[src/rtl/serial_nibble_adder_pkg.sv]
// Shared types and constants for the serial nibble adder.
// Nibble width and FSM state encodings.
package serial_nibble_adder_pkg;

  localparam int NIBBLE_W = 4;

  typedef enum logic [1:0] {
    ST_IDLE = 2'd0,
    ST_ADD  = 2'd1,
    ST_DONE = 2'd2
  } state_e;

endpackage

[src/rtl/ripple_carry_adder.sv]
// 4-bit ripple carry adder built from a chain of full adders.
// Purely combinational.
module ripple_carry_adder (
  input  logic [3:0] a,
  input  logic [3:0] b,
  input  logic       ci,
  output logic [3:0] s,
  output logic       co
);

  logic [4:0] c;

  assign c[0] = ci;

  for (genvar i = 0; i < 4; i++) begin : g_fa
    assign s[i]   = a[i] ^ b[i] ^ c[i];
    assign c[i+1] = (a[i] & b[i]) | (c[i] & (a[i] ^ b[i]));
  end

  assign co = c[4];

endmodule

[src/rtl/serial_nibble_adder.sv]
// Wide adder that feeds one nibble per cycle, LSB first,
// through a single 4-bit ripple adder with a registered carry.
module serial_nibble_adder
  import serial_nibble_adder_pkg::*;
#(
  parameter int WIDTH = 16
) (
  input  logic             clk,
  input  logic             rst,
  input  logic             in_valid,
  output logic             in_ready,
  input  logic [WIDTH-1:0] a,
  input  logic [WIDTH-1:0] b,
  input  logic             cin,
  output logic             out_valid,
  input  logic             out_ready,
  output logic [WIDTH-1:0] sum,
  output logic             cout,
  output logic             busy
);

  localparam int NIB = WIDTH / NIBBLE_W;
  localparam int IW  = (NIB > 1) ? $clog2(NIB) : 1;

  state_e                state_q, state_d;
  logic [IW-1:0]         idx_q, idx_d;
  logic                  carry_q, carry_d;
  logic [WIDTH-1:0]      a_q, a_d;
  logic [WIDTH-1:0]      b_q, b_d;
  logic [WIDTH-1:0]      sum_q, sum_d;
  logic                  cout_q, cout_d;

  logic [NIBBLE_W-1:0]   a_nib, b_nib, s_nib;
  logic                  co;
  logic                  last;

  // Select the operand nibbles addressed by the index counter.
  always_comb begin
    a_nib = '0;
    b_nib = '0;
    for (int i = 0; i < NIB; i++) begin
      if (idx_q == IW'(i)) begin
        a_nib = a_q[i*NIBBLE_W +: NIBBLE_W];
        b_nib = b_q[i*NIBBLE_W +: NIBBLE_W];
      end
    end
  end

  ripple_carry_adder u_rca (
    .a  (a_nib),
    .b  (b_nib),
    .ci (carry_q),
    .s  (s_nib),
    .co (co)
  );

  assign last = (idx_q == IW'(NIB - 1));

  // Next-state, operand capture and nibble accumulation.
  always_comb begin
    state_d = state_q;
    idx_d   = idx_q;
    carry_d = carry_q;
    a_d     = a_q;
    b_d     = b_q;
    sum_d   = sum_q;
    cout_d  = cout_q;
    unique case (state_q)
      ST_IDLE: begin
        if (in_valid) begin
          a_d     = a;
          b_d     = b;
          carry_d = cin;
          idx_d   = '0;
          state_d = ST_ADD;
        end
      end
      ST_ADD: begin
        for (int i = 0; i < NIB; i++) begin
          if (idx_q == IW'(i)) begin
            sum_d[i*NIBBLE_W +: NIBBLE_W] = s_nib;
          end
        end
        carry_d = co;
        if (last) begin
          cout_d  = co;
          idx_d   = '0;
          state_d = ST_DONE;
        end else begin
          idx_d = idx_q + IW'(1);
        end
      end
      ST_DONE: begin
        if (out_ready) begin
          state_d = ST_IDLE;
        end
      end
      default: state_d = ST_IDLE;
    endcase
  end

  // State and datapath registers; reset drops any in-flight add.
  always_ff @(posedge clk) begin
    if (rst) begin
      state_q <= ST_IDLE;
      idx_q   <= '0;
      carry_q <= 1'b0;
      a_q     <= '0;
      b_q     <= '0;
      sum_q   <= '0;
      cout_q  <= 1'b0;
    end else begin
      state_q <= state_d;
      idx_q   <= idx_d;
      carry_q <= carry_d;
      a_q     <= a_d;
      b_q     <= b_d;
      sum_q   <= sum_d;
      cout_q  <= cout_d;
    end
  end

  assign in_ready  = (state_q == ST_IDLE);
  assign out_valid = (state_q == ST_DONE);
  assign busy      = (state_q == ST_ADD) || (state_q == ST_DONE);
  assign sum       = sum_q;
  assign cout      = cout_q;

endmodule

[config.mk]
export PLATFORM = sky130hd
export DESIGN_NAME = serial_nibble_adder
export DESIGN_NICKNAME = d
export VERILOG_FILES = /design/src/rtl/serial_nibble_adder_pkg.sv /design/src/rtl/ripple_carry_adder.sv /design/src/rtl/serial_nibble_adder.sv
export SDC_FILE = /design/constraint.sdc
export NUM_CORES = 1
export LEC_CHECK = 0
export BUFFER_PORTS_ARGS = -buffer_cell sky130_fd_sc_hd__buf_4
export CELL_PAD_IN_SITES_DETAIL_PLACEMENT = 1
export CELL_PAD_IN_SITES_GLOBAL_PLACEMENT = 2
export CORE_MARGIN = 2
export CORE_UTILIZATION = 30
export DETAILED_ROUTE_END_ITERATION = 8
export PLACE_DENSITY = 0.83
export SLEW_MARGIN = 20
export SYNTH_ARGS = -nofsm -noshare
export SYNTH_HDL_FRONTEND = slang
export SYNTH_SLANG_ARGS = --single-unit
[constraint.sdc]
create_clock -name clk -period 5.2 [get_ports clk]
set_input_delay 1.04 -clock clk [delete_from_list [all_inputs] [get_ports clk]]
set_output_delay 1.04 -clock clk [all_outputs]
set_load 0.01 [all_outputs]
After elaboration in Yosys (flattened, before gate mapping)
Cells that the tools add are included.
{"block": "totals", "wordCells": 67, "output_inout_bits": 20, "regBits": 54, "inputBits": 37, "mem_bits_rw": 0, "memories": 0, "rom_bits": 0, "latchBits": 0}
{"block": "op_classes", "n_bitwise": 20, "n_shift": 0, "add_sub_neg": 1, "n_eq_ne": 8, "multipliers": 0, "reduce_logical": 11, "n_div": 0, "n_lt_le_gt_ge": 0, "mux": 17}
{"op": "4-bit 2-to-1 mux", "n": 8}
{"op": "2-bit AND reduction", "n": 6}
{"op": "2-bit 2-to-1 mux", "n": 5}
{"op": "1-bit bitwise AND", "n": 8}
{"op": "1-bit bitwise XOR", "n": 8}
{"op": "2-bit == test, second input constant", "n": 3}
{"op": "2-bit case mux with 3 select lines", "n": 1}
{"op": "2-bit by 1-bit == test with 1-bit output, second input constant", "n": 2}
{"op": "2-bit logical NOT", "n": 2}
{"op": "2-bit != test, second input constant", "n": 2}
{"op": "1-bit OR", "n": 4}
{"op": "2-bit case mux with 2 select lines", "n": 1}
{"op": "3-bit AND reduction", "n": 1}
{"op": "2-bit by 1-bit adder with 2-bit output, second input constant", "n": 1}
{"op": "2-bit by 1-bit != test with 1-bit output, second input constant", "n": 1}
{"op": "1-bit case mux with 2 select lines", "n": 1}
{"op": "2-bit nonzero test", "n": 1}
{"op": "1-bit logical OR", "n": 1}
{"op": "1-bit 2-to-1 mux", "n": 1}

Depth between registers and ports, before layout
Gate-level depths: netlist (run 1).
{"block": "logic_depth", "word_depth": 15, "mapped_depth": 13, "ltp_nobuf": 12}

Hierarchy
Synthesis (run 1) repeated with hierarchy kept, for this count alone.
{"block": "hier_totals", "hier_cells": 325, "area_unflattened_um2": 2526.2}
{"mod": "serial_nibble_adder", "seq_area_each_um2": 1081.0, "area_each_um2": 2408.6, "cells_each": 311, "n_inst": 1}
{"mod": "ripple_carry_adder", "seq_area_each_um2": 0.0, "area_each_um2": 117.6, "cells_each": 14, "n_inst": 1}

Worst setup path before layout (run 1)
No wires, ideal clock.
{"block": "synth_path", "path_kind": "flip-flop to flip-flop", "startpoint": "register idx_q[0]", "endpoint": "register sum_q[11] (netlist: sum[11])", "path_slack_ps": 2255, "required_ps": 5129, "setup_ps": 71, "period_less_slack_ps": 2945, "path_stages_with_launch": 14, "path_buffers": 1, "arrival_time_ps": 2874, "path_cell_list": "dfxtp_1 > inv_1 > ha_1 > buf_2 > a21oi_1 > o21ai_0 > a22oi_1 > fa_1 > inv_1 > fa_1 > fa_1 > fa_1 > nand3_1 > a21oi_1"}
{"block": "synth_via", "elab_chain_len": 13, "elab_cells_between_ends": 27, "classes_between": "eq/ne: 3; mux: 8; bitwise: 14; reduce/logical: 2"}
{"element": "from (decl)", "line_no": "serial_nibble_adder.sv:26", "source": "logic [IW-1:0] idx_q, idx_d;"}
{"element": "from (signal assigned)", "line_no": "serial_nibble_adder.sv:114", "source": "idx_q <= idx_d;"}
{"element": "2-bit logical NOT", "line_no": "serial_nibble_adder.sv:42", "source": "if (idx_q == IW'(i)) begin"}
{"element": "4-bit 2-to-1 mux (4 in series)", "line_no": "serial_nibble_adder.sv:42"}
{"element": "1-bit bitwise XOR", "line_no": "ripple_carry_adder.sv:17", "source": "assign c[i+1] = (a[i] & b[i]) | (c[i] & (a[i] ^ b[i]));"}
{"element": "1-bit bitwise AND", "line_no": "ripple_carry_adder.sv:17"}
{"element": "1-bit OR", "line_no": "ripple_carry_adder.sv:17"}
{"element": "1-bit bitwise AND", "line_no": "ripple_carry_adder.sv:17"}
{"element": "1-bit OR", "line_no": "ripple_carry_adder.sv:17"}
{"element": "1-bit bitwise AND", "line_no": "ripple_carry_adder.sv:17"}
{"element": "1-bit OR", "line_no": "ripple_carry_adder.sv:17"}
{"element": "1-bit bitwise XOR *", "line_no": "ripple_carry_adder.sv:16", "source": "assign s[i] = a[i] ^ b[i] ^ c[i];"}
{"element": "via s_nib[3]", "line_no": "serial_nibble_adder.sv:33", "source": "logic [NIBBLE_W-1:0] a_nib, b_nib, s_nib;"}
{"element": "to (signal assigned)", "line_no": "serial_nibble_adder.sv:118", "source": "sum_q <= sum_d;"}
{"element": "to (decl)", "line_no": "serial_nibble_adder.sv:30", "source": "logic [WIDTH-1:0] sum_q, sum_d;"}
The timed path passes the listed nets; every way through them passes the cells marked *.
A chain may end at the register's enable or synchronous reset.

Final worst setup path (run 1)
{"block": "layout_path", "startpoint": "register idx_q[0]", "endpoint": "register sum_q[15] (netlist: sum[15])"}
The elaborated chain is that of the path after synthesis.

==> impl_metrics.env, run 1 <==
export IMPL_status="complete, no violations"
export IMPL_initial_core_util_pct=30.73
export IMPL_synth_area_leaders="dfxtp_1 43%, nand2_1 14%, a21oi_1 11%"
export IMPL_yosysTopAreaCellShare_pct=43.24
export IMPL_h_tree_depth=2
export IMPL_drc_errors=0
export IMPL_synth_cells=313
export IMPL_ff_latch_area_um2=1081
export IMPL_critical_path_class="register to register"
export IMPL_die_width_um=95.29
export IMPL_drt_initial_drc_count=86
export IMPL_dp_hpwl_um=4434
export IMPL_fin_util_pct=36.99
export IMPL_yosysTopAreaCell="dfxtp_1"
export IMPL_viasPerCell=4.738
export IMPL_ant_nets=0
export IMPL_setup_violations=0
export IMPL_tightest_slew_ns=1.008
export IMPL_synthTopCellsByCount="92 x nand2_1, 57 x a21oi_1, 54 x dfxtp_1, 16 x buf_2, 14 x inv_1"
export IMPL_fin_tns_setup_ns=0
export IMPL_rsz0062_at_grt="no"
export IMPL_critPathMaxFanout=22
export IMPL_finClkSkew_ns=0.006086
export IMPL_cts_buffers=5
export IMPL_fin_crit_ns=3.422
export IMPL_grt_pass1_vias=2124
export IMPL_arrival_ns=3.66
export IMPL_die_y_um=95.29
export IMPL_syn_num_nets=361
export IMPL_area_growth_synth_to_final_pct=20.37
export IMPL_fmax_mhz=292.2
export IMPL_cts_tree="done"
export IMPL_cts_root_buf="clkbuf_8"
export IMPL_hold_class="register to register"
export IMPL_synth_edf_count=0
export IMPL_grt_use_total_pct=14.26
export IMPL_grt_overflow_total=0
export IMPL_post_route_period_util_pct=65.81
export IMPL_rows=33
export IMPL_drive_above_1_share_pct=20.96
export IMPL_wire_per_inst_um=13.45
export IMPL_multi_input_area_um2=1214
export IMPL_synthesis_area_um2=2500
export IMPL_synth_seq_cells=54
export IMPL_hold_violations=0
export IMPL_drtPass1Iterations=4
export IMPL_seq_area_frac_synth_pct=43.24
export IMPL_synth_most_common_cell="nand2_1"
export IMPL_routed_wl_um=6158
export IMPL_port_buffers=56
export IMPL_maxCapViolations=0
export IMPL_cts_setup_buffers=0
export IMPL_clock_sinks=54
export IMPL_nNetsFinal=400
export IMPL_vias=2170
export IMPL_clk_path_buf_depth=2
export IMPL_maxSlewViolCount=0
export IMPL_synth_area_per_cell_um2=7.987
export IMPL_yosysWarnings=0
export IMPL_grt_max_degree=57
export IMPL_path_clk_slew_ns=0.10
export IMPL_ir_worst_vdd_mv=0.1386
export IMPL_async_reset_ff_share_pct=0
export IMPL_gp_congestion=0.8066
export IMPL_diodes=0
export IMPL_grt_pass1_wl_um=10220
export IMPL_core_area_um2=8134
export IMPL_leakagePower_nw=1.170
export IMPL_cts_hold_buf=0
export IMPL_cts_resized=0
export IMPL_maxSlewHeadroom_pct=32.61
export IMPL_synthFlopType="dfxtp_1"
export IMPL_grt_antenna_before_repair=0
export IMPL_power_density_nw_per_um2=410.1
export IMPL_fillerInstances=1003
export IMPL_clock_latency_ns=0.31
export IMPL_die_area_um2=9079
export IMPL_worstPathRequired_ns=5.44
export IMPL_endpoint_kind="register"
export IMPL_cp_start_kind="register"
export IMPL_io_pins=57
export IMPL_post_synth_num_cell_types=26
==> placed cells by master (no fill, tap or decap) <==
| cell type | Yosys | layout |
|---|---|---|
| nand4_1 | 2 | 2 |
| clkinvlp_4 | 0 | 1 |
| o31ai_1 | 2 | 2 |
| mux2i_1 | 1 | 1 |
| a22oi_1 | 2 | 2 |
| a21oi_1 | 57 | 57 |
| clkbuf_1 | 1 | 1 |
| ha_2 | 0 | 1 |
| fa_1 | 4 | 4 |
| inv_1 | 14 | 14 |
| nor2_1 | 4 | 4 |
| a32oi_1 | 2 | 2 |
| and2_4 | 1 | 1 |
| o211a_1 | 1 | 1 |
| o21ai_0 | 8 | 8 |
| nand2b_1 | 3 | 3 |
| dfxtp_1 | 54 | 54 |
| buf_4 | 0 | 56 |
| ha_1 | 7 | 6 |
| nand2_1 | 92 | 92 |
| a22o_1 | 6 | 6 |
| bufinv_16 | 0 | 1 |
| nor2b_1 | 2 | 2 |
| and3_1 | 1 | 1 |
| nand3_1 | 13 | 13 |
| clkbuf_8 | 0 | 5 |
| a311oi_1 | 4 | 4 |
| a21oi_2 | 9 | 9 |
==> flip-flops by register name (all words and copies together), names as in the netlist <==
name,count
carry_q,1
a_q,16
idx_q,2
sum,16
cout,1
b_q,16
state_q,2
==> critical path: stages, from the launching register on <==
cell,delay (ns)
dfxtp_1,0.41
ha_1,0.64
o21ai_0,0.22
a22oi_1,0.24
fa_1,0.21
inv_1,0.05
fa_1,0.39
fa_1,0.40
fa_1,0.57
nand3_1,0.09
a21oi_1,0.14
==> final timing paths <==
| check | startpoint | end | slack (ns) | cells after the start |
|---|---|---|---|---|
| worst max-delay path | idx_q[0] | sum[15] | 1.78 | 10 |
| worst min-delay path | sum[9] | sum[9] | 0.46 | 2 |
| worst max register to register | idx_q[0] | sum[15] | 1.78 | 10 |
| worst min register to register | sum[9] | sum[9] | 0.46 | 2 |
==> routing by layer <==
metal  part of all wire, %  vias up  track usage, %
met5                     0        -               0
met4                   1.2        0           3.986
met3                   4.3        6           2.846
met2                    47       43           23.42
met1                    47     1000           19.02
li1                      -     1121               -
==> final cells by class <==
cell class / instances / area share [%]
Clock buffer: 6 / 2.412
Clock inverter: 2 / 1.247
Inverter: 14 / 1.746
Multi-Input combinational cell: 221 / 40.33
Sequential cell: 54 / 35.93
Tap cell: 105 / 4.366
Timing Repair Buffer: 56 / 13.97
==> through the flow <==
stage          worst slack [ns]  power, mW  instance area, um2  hold slack, ns  cells
2_1_floorplan             2.255     0.8657                2500          0.4363    313
3_3_place_gp              1.873     0.9547                2897          0.4439    450
3_5_place_dp              1.788     0.9689                2897          0.4519    450
4_1_cts                   1.762      1.251                3007          0.4664    458
5_1_grt                   1.467      1.328                3009          0.4907    458
6_report                  1.778      1.234                3009          0.4639    458
==> where the power goes <==
part	total, mW	internal (mW)	switching (mW)	leakage, nW
Clock	0.281	0.144	0.137	0.0514
Combinational	0.445	0.167	0.278	0.678
Sequential	0.508	0.474	0.0345	0.441
==> logic make-up (layout without fill, tap and decap cells) <==
group,count (synthesis),after routing,synth area share (%)
compound gates,91,91,21.97
fa+ha+maj,11,11,6.707
buf+inv,38,78,8.308
flops,54,54,43.24
mux,1,1,0.4004
simple gates,118,118,19.37
Power figures use the tool's default switching activity.
==> run 2: changes to the inputs <==
- CORE_UTILIZATION: 30 -> 27
- PLACE_DENSITY: 0.83 -> 0.79
- clock period: 5.2 -> 3 ns (I/O delays scaled with it)
==> run 2 against run 1 <==
Critical path depth grew 2; hold slack about the same; clock-buffer cell count stayed put; wire length increased by 12%; utilization decreased by 1.3 points.
==> impl_metrics.env, run 2 (same netlist as run 1, synthesis figures left out) <==
export IMPL_rows=35
export IMPL_fillerInstances=1102
export IMPL_worstPathRequired_ns=3.25
export IMPL_critical_path_class="register to register"
export IMPL_viasPerCell=4.807
export IMPL_die_area_um2=10050
export IMPL_tightest_slew_ns=0.8619
export IMPL_combPwrFrac_pct=40.3
export IMPL_port_buffers=56
export IMPL_final_common_cell="nand2_1"
export IMPL_clock_sinks=54
export IMPL_maxCapViolations=0
export IMPL_cts_tree="done"
export IMPL_design_area_um2=3247
export IMPL_maxSlewHeadroom_pct=42.54
export IMPL_ir_worst_vdd_mv=0.1812
export IMPL_nNetsFinal=418
export IMPL_drtPass1Iterations=4
export IMPL_fmax_mhz=345.5
export IMPL_core_area_um2=9109
export IMPL_clock_latency_ns=0.31
export IMPL_grt_max_degree=57
export IMPL_cp_start_kind="register"
export IMPL_cts_hold_buf=0
export IMPL_maxSlewViolCount=0
export IMPL_switching_share_pct=38.45
export IMPL_status="complete, no violations"
export IMPL_layout_common_cells="92 x nand2_1, 69 x buf_4, 52 x dfxtp_1, 50 x a21oi_1, 16 x a21oi_2"
export IMPL_fin_tns_setup_ns=0
export IMPL_finClkSkew_ns=0.008808
export IMPL_drive_above_1_share_pct=30.73
export IMPL_diodes=0
export IMPL_routed_wl_um=6920
export IMPL_die_y_um=100.2
export IMPL_place_area_um2=3002
export IMPL_hold_violations=0
export IMPL_grt_pass1_wl_um=11660
export IMPL_leakagePower_nw=1.262
export IMPL_drt_initial_drc_count=59
export IMPL_p_clk_share_pct=18.9
export IMPL_path_clk_slew_ns=0.10
export IMPL_cts_buffers=5
export IMPL_power_mw=2.184
export IMPL_rsz0062_at_grt="yes"
export IMPL_dp_hpwl_um=5021
export IMPL_fin_crit_ns=2.895
export IMPL_grt_pass1_vias=2412
export IMPL_grt_overflow_total=0
export IMPL_post_route_period_util_pct=96.48
export IMPL_p_seq_share_pct=40.8
export IMPL_ant_nets=0
export IMPL_endpoint_kind="register"
export IMPL_p_int_mw=1.344
export IMPL_arrival_ns=3.14
export IMPL_io_pins=57
export IMPL_die_width_um=100.2
export IMPL_hold_ws_ns=0.4640
export IMPL_hold_class="register to register"
export IMPL_grt_use_total_pct=14.58
export IMPL_p_switching_uw=839.5
export IMPL_setup_violations=0
export IMPL_gp_congestion=0.8016
export IMPL_drc_errors=0
export IMPL_initial_core_util_pct=27.45
export IMPL_wire_per_inst_um=14.36
export IMPL_area_growth_synth_to_final_pct=29.88
export IMPL_power_density_nw_per_um2=672.5
export IMPL_h_tree_depth=2
export IMPL_grt_antenna_before_repair=0
export IMPL_vias=2317
export IMPL_critPathMaxFanout=5
export IMPL_clk_path_buf_depth=2
export IMPL_cts_root_buf="clkbuf_8"
run 2: critical path: stages, from the launching register on:
cell and delay [ns]:
dfxtp_2 0.35, buf_6 0.12, ha_4 0.18, buf_6 0.12, buf_6 0.11, a21oi_2 0.09, o21ai_1 0.07, a22o_1 0.22
fa_2 0.39, fa_2 0.34, fa_2 0.57, nand3_1 0.10, a21oi_2 0.16
run 2: per-stage QoR:
step	worst slack (ns)	utilization (%)	instances
global placement	0.03927	32.95	469
detailed placement	-0.1161	32.95	469
finish	0.1055	35.65	482
floorplan	0.05533	-	313
CTS	-0.08138	34.95	480
global route	-0.007971	35.65	482
run 2: path summary, 6_finish.rpt:
check | startpoint | endpoint | slack, ns | cells after the start
worst max-delay path | idx_q[1] | sum[11] | 0.11 | 12
worst min-delay path | cout | cout | 0.46 | 2
worst max register to register | idx_q[1] | sum[11] | 0.11 | 12
worst min register to register | cout | cout | 0.46 | 2
run 2: power by group through the flow:
stage | logic (mW) | clock network (mW) | registers, mW
2_1_floorplan | 0.614 | 0 | 0.886
3_3_place_gp | 0.815 | 0 | 0.897
3_5_place_dp | 0.834 | 0 | 0.901
4_1_cts | 0.869 | 0.429 | 0.890
5_1_grt | 0.994 | 0.456 | 0.905
6_report | 0.880 | 0.412 | 0.891
run 2: cell type report:
type                            count  area [um2]  area share [%]
Clock buffer                        6       72.57           2.235
Timing Repair Buffer               74       578.1           17.80
Multi-Input combinational cell    221        1303           40.12
Inverter                           14       55.05           1.696
Sequential cell                    54        1086           33.45
Clock inverter                      2       13.76          0.4239
Tap cell                          111       138.9           4.277
run 2: repair_timing:
item                                   CTS  global route
pin swaps                               13            11
setup endpoints to repair                4             6
cloned                                   0             0
endpoints found under the hold margin    0             0
buffers inserted                         3             2
resized for setup                       23            14
run 2: routing by layer:
layer	track usage, %	routed length, um	up-vias
met5	0	0	-
met4	3.583	87	0
met3	3.203	272	8
met2	25.55	3433	47
met1	18.17	3126	1100
li1	-	-	1162
==> run 3: changes to the inputs <==
- MAX_ROUTING_LAYER: default -> met4
==> run 3 against run 2 <==
Setup slack got worse by 0.0084 ns; die area is the same; sequential share of layout area grew 0.26 points; critical path depth did not move; final area down 0.77%; cell count decreased by 0.41%; largest power group unchanged; largest cell class unchanged; flip-flop and latch count is the same; power fell by 0.18%; first-iteration DRC count is 15% higher.
==> impl_metrics.env, run 3 (same netlist as run 1, synthesis figures left out) <==
export IMPL_maxCapViolations=0
export IMPL_fin_crit_ns=2.903
export IMPL_fin_cells=480
export IMPL_cts_hold_buf=0
export IMPL_grt_pass1_wl_um=11630
export IMPL_ff_latch_area_um2=1086
export IMPL_drtPass1Iterations=4
export IMPL_hold_path_startpoint="cout"
export IMPL_port_buffers=56
export IMPL_path_clk_slew_ns=0.10
export IMPL_power_mw=2.180
export IMPL_post_route_period_util_pct=96.76
export IMPL_fmax_mhz=344.5
export IMPL_cts_tree="done"
export IMPL_setup_violations=0
export IMPL_dp_cells=469
export IMPL_clock_latency_ns=0.31
export IMPL_drive_above_1_share_pct=29.81
export IMPL_dp_hpwl_um=5021
export IMPL_fin_tns_setup_ns=0
export IMPL_holdPathStages=2
export IMPL_fin_util_pct=35.37
export IMPL_multi_input_area_um2=1295
export IMPL_routed_wl_um=6923
export IMPL_nNetsFinal=416
export IMPL_maxSlewViolCount=0
export IMPL_worstPathRequired_ns=3.25
export IMPL_rows=35
export IMPL_area_growth_synth_to_final_pct=28.88
export IMPL_gp_congestion=0.8132
export IMPL_grt_max_degree=57
export IMPL_worst_r2r_cell_count=12
export IMPL_rr_startpoint="idx_q[1]"
export IMPL_diodes=0
export IMPL_leakagePower_nw=1.249
export IMPL_cts_buffers=5
export IMPL_endpoint_kind="register"
export IMPL_clock_sinks=54
export IMPL_ir_worst_vdd_mv=0.1821
export IMPL_hold_class="register to register"
export IMPL_cp_start_kind="register"
export IMPL_grt_use_total_pct=15.01
export IMPL_r2r_slack_ns=0.1
export IMPL_hold_violations=0
export IMPL_place_area_um2=3002
export IMPL_rr_endpoint="sum[11]"
export IMPL_die_width_um=100.2
export IMPL_die_area_um2=10050
export IMPL_grt_overflow_total=0
export IMPL_finClkSkew_ns=0.008876
export IMPL_arrival_ns=3.15
export IMPL_critPathMaxFanout=11
export IMPL_h_tree_depth=2
export IMPL_wire_per_inst_um=14.42
export IMPL_whs_endpoint="cout"
export IMPL_drc_errors=0
export IMPL_rsz0062_at_grt="yes"
export IMPL_fillerInstances=1099
export IMPL_viasPerCell=4.804
export IMPL_vias=2306
export IMPL_core_area_um2=9109
export IMPL_cts_root_buf="clkbuf_8"
export IMPL_io_pins=57
export IMPL_initial_core_util_pct=27.45
export IMPL_grt_pass1_vias=2414
export IMPL_drt_initial_drc_count=68
export IMPL_ant_nets=0
export IMPL_tightest_slew_ns=0.8596
export IMPL_critical_path_class="register to register"
export IMPL_status="complete, no violations"
export IMPL_final_common_cell="nand2_1"
export IMPL_die_y_um=100.2
export IMPL_power_density_nw_per_um2=676.5
export IMPL_grt_antenna_before_repair=0
export IMPL_layout_common_cells="92 x nand2_1, 67 x buf_4, 52 x a21oi_1, 52 x dfxtp_1, 14 x a21oi_2"
export IMPL_design_area_um2=3222
export IMPL_clk_path_buf_depth=2
export IMPL_maxSlewHeadroom_pct=42.69
-- run 3: critical path, stage by stage, from the launching register on --
cell and delay (ns):
dfxtp_2 0.37, buf_6 0.11, ha_4 0.17, buf_6 0.11
buf_6 0.09, buf_8 0.13, a21oi_1 0.08, a22o_1 0.21
fa_2 0.39, fa_2 0.34, fa_2 0.57, nand3_1 0.10
a21oi_2 0.16
-- run 3: cell type report --
cell class,instances,area share (%)
Multi-Input combinational cell,221,40.19
Tap cell,111,4.311
Sequential cell,54,33.71
Clock buffer,6,2.252
Inverter,14,1.631
Timing Repair Buffer,72,17.48
Clock inverter,2,0.4272
-- run 3: timing repair --
action / 4_1_cts / 5_1_grt
pin swaps: 13 / 10
setup buffers: 3 / 0
endpoints found under the setup margin: 4 / 6
gates resized for setup: 23 / 11
-- run 3: metrics by stage --
| stage | hold WS [ns] | setup WS, ns |
|---|---|---|
| after CTS | 0.4700 | -0.08138 |
| after detailed placement | 0.4539 | -0.1161 |
| final | 0.4640 | 0.09708 |
| after global placement | 0.4449 | 0.03927 |
| after floorplan | 0.4363 | 0.05533 |
| after global routing | 0.4904 | -0.01178 |
-- run 3: how the worst max path moves through the flow --
stage                  start      end  slack, ns
CTS                 idx_q[1]   sum[7]      -0.08
global route        idx_q[1]   sum[7]      -0.01
global placement    idx_q[1]  sum[15]       0.04
detailed placement  idx_q[1]   sum[7]      -0.12
floorplan           idx_q[0]  sum[11]       0.06
finish              idx_q[1]  sum[11]        0.1
-- run 3: per-layer routing --
layer | share of wire, % | routed length (um) | track usage, %
met5 | 0 | 0 | -
met4 | 1.2 | 86 | 3.583
met2 | 50 | 3433 | 25.55
met1 | 45 | 3124 | 18.17
met3 | 4.0 | 278 | 3.203
-- run 3: power by group --
part / switching, mW / internal (mW) / total [mW]
Sequential: 0.0678 / 0.823 / 0.891
Clock: 0.248 / 0.166 / 0.414
Combinational: 0.523 / 0.353 / 0.875
